### config.mk
export PLATFORM = sky130hd
export DESIGN_NAME = simple_bus_responder
export DESIGN_NICKNAME = d
export VERILOG_FILES = /design/src/rtl/simple_bus_responder.sv
export SDC_FILE = /design/constraint.sdc
export NUM_CORES = 1
export LEC_CHECK = 0
export ABC_AREA = 1
export BUFFER_PORTS_ARGS = -buffer_cell sky130_fd_sc_hd__buf_2
export CORE_MARGIN = 8
export CORE_UTILIZATION = 40
export DETAILED_ROUTE_END_ITERATION = 12
export SKIP_LAST_GASP = 1
export SLEW_MARGIN = 20
export SYNTH_ARGS = -nofsm -noshare
export SYNTH_HDL_FRONTEND = slang
export SYNTH_SLANG_ARGS = --single-unit
### constraint.sdc
create_clock -name clk -period 1.3 [get_ports clk]
set_input_delay 0.195 -clock clk [delete_from_list [all_inputs] [get_ports clk]]
set_output_delay 0.195 -clock clk [all_outputs]
set_load 0.02 [all_outputs]
### src/rtl/simple_bus_responder.sv
// Target end of the simple_bus request/acknowledge protocol: services single reads/writes
// from a small register file after LATENCY cycles. Define SIMPLE_BUS_RESP_PARITY_EN for per-register parity.
module simple_bus_responder #(
   parameter int WIDTH   = 7,
   parameter int ADDR_W  = 2,
   parameter int DEPTH   = 4,
   parameter int LATENCY = 2
) (
   input  logic              clk,
   input  logic              rst,
   input  logic              req,
   input  logic              we,
   input  logic [ADDR_W-1:0] addr,
   input  logic [WIDTH-1:0]  wdata,
   output logic              ack,
   output logic [WIDTH-1:0]  rdata,
   output logic              err,
   output logic              busy
`ifdef SIMPLE_BUS_RESP_PARITY_EN
   ,
   output logic              rdata_par
`endif
);

   localparam int CNT_W = (LATENCY > 2) ? $clog2(LATENCY - 1) : 1;
   localparam logic [CNT_W-1:0] CNT_LOAD = CNT_W'((LATENCY > 2) ? (LATENCY - 2) : 0);
   localparam logic [ADDR_W:0]  DEPTH_EXT = (ADDR_W + 1)'(DEPTH);

   typedef enum logic [1:0] {
      S_IDLE,
      S_WAIT,
      S_RESP
   } state_t;

   function automatic logic parity(input logic [WIDTH-1:0] v);
      return ^v;
   endfunction

   state_t            state_q, state_d;
   logic [CNT_W-1:0]  cnt_q, cnt_d;
   logic              we_q, we_d;
   logic [ADDR_W-1:0] addr_q, addr_d;
   logic [WIDTH-1:0]  wdata_q, wdata_d;
   logic [WIDTH-1:0]  mem_q [DEPTH];
   logic [WIDTH-1:0]  mem_d [DEPTH];

   logic              in_range;
   logic              do_write;
   logic [WIDTH-1:0]  rd_word;
   logic              par_bad;

   // Only the captured copy of the request is ever looked at after acceptance.
   always_comb begin
      state_d = state_q;
      cnt_d   = cnt_q;
      we_d    = we_q;
      addr_d  = addr_q;
      wdata_d = wdata_q;
      case (state_q)
         S_IDLE: begin
            if (req) begin
               we_d    = we;
               addr_d  = addr;
               wdata_d = wdata;
               cnt_d   = CNT_LOAD;
               state_d = (LATENCY == 1) ? S_RESP : S_WAIT;
            end
         end
         S_WAIT: begin
            if (cnt_q == '0) begin
               state_d = S_RESP;
            end else begin
               cnt_d = cnt_q - CNT_W'(1);
            end
         end
         S_RESP: begin
            state_d = S_IDLE;
         end
         default: begin
            state_d = S_IDLE;
         end
      endcase
   end

   assign in_range = ({1'b0, addr_q} < DEPTH_EXT);
   assign do_write = (state_q == S_RESP) && we_q && in_range;

   // Decoded read mux avoids indexing past DEPTH when it is not a power of two.
   always_comb begin
      rd_word = '0;
      for (int i = 0; i < DEPTH; i++) begin
         if (addr_q == ADDR_W'(i)) begin
            rd_word = mem_q[i];
         end
      end
   end

   always_comb begin
      for (int i = 0; i < DEPTH; i++) begin
         mem_d[i] = mem_q[i];
         if (do_write && (addr_q == ADDR_W'(i))) begin
            mem_d[i] = wdata_q;
         end
      end
   end

`ifdef SIMPLE_BUS_RESP_PARITY_EN
   logic par_q [DEPTH];
   logic par_d [DEPTH];
   logic rd_par;

   always_comb begin
      rd_par = 1'b0;
      for (int i = 0; i < DEPTH; i++) begin
         par_d[i] = par_q[i];
         if (do_write && (addr_q == ADDR_W'(i))) begin
            par_d[i] = parity(wdata_q);
         end
         if (addr_q == ADDR_W'(i)) begin
            rd_par = par_q[i];
         end
      end
   end

   assign par_bad   = !we_q && in_range && (rd_par != parity(rd_word));
   assign rdata_par = parity(rdata);

   always_ff @(posedge clk or posedge rst) begin
      if (rst) begin
         par_q <= '{default: 1'b0};
      end else begin
         par_q <= par_d;
      end
   end
`else
   assign par_bad = 1'b0;
`endif

   // Outputs are decoded from registered state only, so they drop as soon as rst asserts.
   assign ack   = (state_q == S_RESP);
   assign busy  = (state_q != S_IDLE);
   assign rdata = (ack && !we_q && in_range) ? rd_word : '0;
   assign err   = ack && (!in_range || par_bad);

   always_ff @(posedge clk or posedge rst) begin
      if (rst) begin
         state_q <= S_IDLE;
         cnt_q   <= '0;
         we_q    <= 1'b0;
         addr_q  <= '0;
         wdata_q <= '0;
         mem_q   <= '{default: '0};
      end else begin
         state_q <= state_d;
         cnt_q   <= cnt_d;
         we_q    <= we_d;
         addr_q  <= addr_d;
         wdata_q <= wdata_d;
         mem_q   <= mem_d;
      end
   end

endmodule
Yosys cells after proc, flatten, opt, wreduce, memory -nomap -nowiden
Index checks and enable logic that the tools add are counted.
{ "op_classes": {"add_sub_neg": 1, "n_mul": 0, "div_mod_pow": 0, "n_lt_le_gt_ge": 0, "n_eq_ne": 7, "shift": 0, "n_mux": 11, "bitwise_logic": 0, "reduce_logical": 14} }
{ "ops": {"columns": ["cell", "count"], "rows": [
  ["2-to-1 mux 7 bit", 5],
  ["equality test 2 bit (second input constant)", 3],
  ["logical AND 1 bit", 6],
  ["AND reduction 2 bit", 3],
  ["equality test 2 x 1 -> 1 bit (second input constant)", 2],
  ["logical NOT 2 bit", 2],
  ["2-to-1 mux 2 bit", 2],
  ["!= test 2 bit (second input constant)", 2],
  ["case mux 2 bit (2 select lines)", 1],
  ["nonzero test 2 bit", 2],
  ["2-to-1 mux 1 bit", 2],
  ["case mux 1 bit (2 select lines)", 1],
  ["logical NOT 1 bit", 1],
  ["subtractor 1 bit (second input constant)", 1]
]} }
{ "totals": {"register_bits": 41, "latch_bits": 0, "ramBits": 0, "rom_bits": 0, "input_bits": 13, "memories": 0} }

Depth between registers and ports, before layout
{ "depth": {"ltp_word": 6, "mapped_depth": 7, "depth_no_buf": 6} }

Least setup slack after synthesis
OpenSTA, ideal clock, no wires.
{ "synth_timing": {"kind": "flip-flop to output port", "start": "reg addr_q[0]", "end": "out rdata[0]", "arrival_ns": 1.236, "t_required_ns": 1.105, "slack_ns": -0.131, "stages_incl_launch_ff": 5, "path_buffers": 1, "cell_sequence": "dfrtp_1 > nand2_1 > clkbuf_1 > o21ai_0 > a21oi_1"} }
{ "synth_between": {"elab_chain_cells": 6, "elab_cells_between_ends": 9} }
{ "synth_rtl": {"columns": ["element", "line_no", "rtl"], "rows": [
  ["start: declaration", "42", "logic [ADDR_W-1:0] addr_q, addr_d;"],
  ["start signal: assignment", "157", "addr_q <= addr_d;"],
  ["logical NOT 2 bit", "92", "if (addr_q == ADDR_W'(i)) begin"],
  ["2-to-1 mux 7 bit (3 in a row)", "92", null],
  ["2-to-1 mux 7 bit *", "92", null],
  ["2-to-1 mux 7 bit *", "142", "assign rdata = (ack && !we_q && in_range) ? rd_word : '0;"],
  ["end: declaration", "16", "output logic [WIDTH-1:0] rdata,"]
]} }
Every way passes the cells marked *; elsewhere a longest branch is shown, timed or not.

Worst setup path after layout
{ "layout_timing": {"start": "reg addr_q[0]", "end": "out rdata[2]"} }
The elaborated chain is that of the path after synthesis.

==> reports/metrics.csv <==
metric,value,unit
Synth area leaders,"dfrtp_1, nand2_1, o21ai_0",
final clock skew,6.111,ps
pin count of the biggest net entering global routing,41,
crit path kind,flip-flop to primary output,
P_leak,1.358,nW
cells after synthesis,232,
core area,4629,um^2
# diodes,0,
P&R area growth vs syn,43.87,%
#FFs+latches synth,40,
FMAX,607.6,MHz
vias in the first global route,1597,
CP endpoint,rdata[2],
sequential share of power,0.443,
number of warnings issued by yosys,0,
Clk pwr share,0.183,
nets,300,
Hold WC Path Type,primary input to flip-flop,
unrepaired setup endpoints after global routing,yes,
CTS tree,built,
"area leader, netlist",dfrtp_1,
distinct cell type count after synthesis,20,
Antenna Nets Post-Route,0,
initial DRC count,143,
Initial DRT Pass Iterations,4,
Yosys top cell area share,0.5302,
Clock Tree Buf Depth,2,
Crit path required time,1110,ps
R2R setup slack,-100,ps
startpoint types,flip-flop,
worst-path fanout max,10,
Overall Global Routing Usage,0.1346,
Worst Setup Slack post-DPL,-136.6,ps
Crit Reg-Reg Endpoint,mem_q[20],
first-pass GRT wire length,7.728,mm
P per Cell Area,1737,nW/um^2
post-synthesis sequential area ratio,0.5302,
Buffers on Ports,21,
Initial Utilization,0.4078,
"Clk Latency, worst-skew pair",290,ps
RR Startpoint,state_q[0],
WL per Instance,14.21,um
Post-DP HPWL,3.030,mm
total chip power,4.717,mW
Final period util,1.266,
initial antenna violation count,0,
Post-Route Setup TNS,-3533,ps
Max H-tree Level,2,
Net Sw Frac,0.3726,
worst setup path start,addr_q[0],
hold_ws,89.99,ps
Setup-failing EPs final,34,
Hold Fails Final Rpt,0,
Int Pwr,2.959,mW
number of I/O pins,23,
remaining global-route overflow,0,
Tmin final,1646,ps
Worst setup EP type,primary output,
DRC viols,0,
die area,7175,um^2
multi-input gate area in the final layout,922.1,um^2
failing checks,negative setup slack,
Root Driver,clkbuf_8,
maximum vdd drop,1.055,mV
GP Congestion,0.7792,
Layout fillers,419,
Logic pwr share,0.375,
Rows,25,
register area,1003,um^2
syn_nets,245,
max cap viols,0,
Slew Limit Fails,0,
setup ws final,-345.8,ps
Net Sw Power,1.758,mW
CP arrival,1450,ps
Vias per Instance,4.901,
clock sink total,40,
vias,1676,
DIE HEIGHT,84.71,um
status,"complete, but fails checks",
Syn Area/Cell,8.138,um^2
Synth Cell Area,1888,um^2
Worst R2R Path Depth,7,
Worst-path clk slew,80,ps
Die W,84.71,um
DRT Wirelength,4.860,mm
layout cells sized above 1,0.3819,
total CTS buffers,5,
==> synthesized netlist by cell type, drive strengths merged <==
library cell / count
nand3: 8
dfrtp: 40
nor3: 1
nor2: 9
clkbuf: 3
buf: 6
nand4: 1
a21oi: 6
conb: 1
o21ai: 40
inv: 20
nand2: 97
==> worst min path at each step <==
stage                        start    endpoint  cells past startpoint
final                     wdata[0]  wdata_q[0]                      3
after global routing      wdata[3]  wdata_q[3]                      3
after floorplan           wdata[0]  wdata_q[0]                      2
after CTS                 wdata[0]  wdata_q[0]                      3
after detailed placement       rst   mem_q[17]                      3
after global placement         rst  wdata_q[3]                      3
==> through the flow <==
step | instance area (um^2) | util | instances
CTS | 2419 | 0.5224 | 330
global route | 2716 | 0.5868 | 342
floorplan | 1912 | - | 232
global placement | 2176 | 0.4700 | 313
finish | 2716 | 0.5868 | 342
detailed placement | 2176 | 0.4700 | 313
==> cells in the final DEF, fill, tap and decap left out, drive strengths merged <==
cell type     n
nand2        97
conb          1
inv          19
dfrtp        40
clkbuf        7
nand4         1
o21ai        40
buf          51
dlygate4sd3   1
nand3         8
nor2         12
bufbuf        1
nor3          1
clkinv        3
a21oi         6
==> layer usage <==
layer  wire, um  up-vias  global-route usage  share of wire
li1           -      849                   -              -
met1       2250      790              0.1802           0.46
met2       2330       32              0.1990           0.48
met3        208        5             0.03220          0.043
met4         71        0             0.06149          0.015
met5          0        -                   0              0
==> cell type report <==
type,instances,share of cell area
Inverter,20,0.03132
Clock inverter,2,0.003685
Multi-Input combinational cell,166,0.3395
Sequential cell,40,0.3694
Tap cell,54,0.02487
Timing Repair Buffer,54,0.2008
Clock buffer,6,0.03040
==> critical path: stages (launching register included) <==
cell and delay [ps]:
dfrtp_2 430, buf_4 150, nand2_4 70, buf_12 130
o21ai_0 100, a21oi_2 140, buf_6 130
==> power groups by stage <==
stage	clock network [mW]	registers [mW]	logic [mW]
after floorplan	0	1.95	0.910
after global placement	0	2.03	1.25
after detailed placement	0	2.04	1.27
after CTS	0.877	2.03	1.45
after global routing	0.938	2.14	1.96
final	0.861	2.09	1.77
==> registers in the layout (all words and copies together), names as in the netlist <==
| signal | flops |
|---|---|
| mem_q | 28 |
| wdata_q | 7 |
| addr_q | 2 |
| state_q | 2 |
| we_q | 1 |
==> what timing repair did <==
action | in CTS | in global routing
endpoints found under the hold margin | 40 | 0
endpoints found under the setup margin | 15 | 47
hold buffers | 1 | 0
gates cloned | 2 | 3
pin swaps | 6 | 20
gates resized for setup | 23 | 72
buffers inserted | 6 | 12
==> logic make-up (layout without fill, tap and decap cells) <==
kind of cell	after synthesis	in the layout	synth area share
simple gates	116	119	0.2757
compound gates	46	46	0.1219
flops	40	40	0.5302
buf+inv	29	82	0.07024
other cells	1	1	0.001986
(Power assumes the default switching activity.)
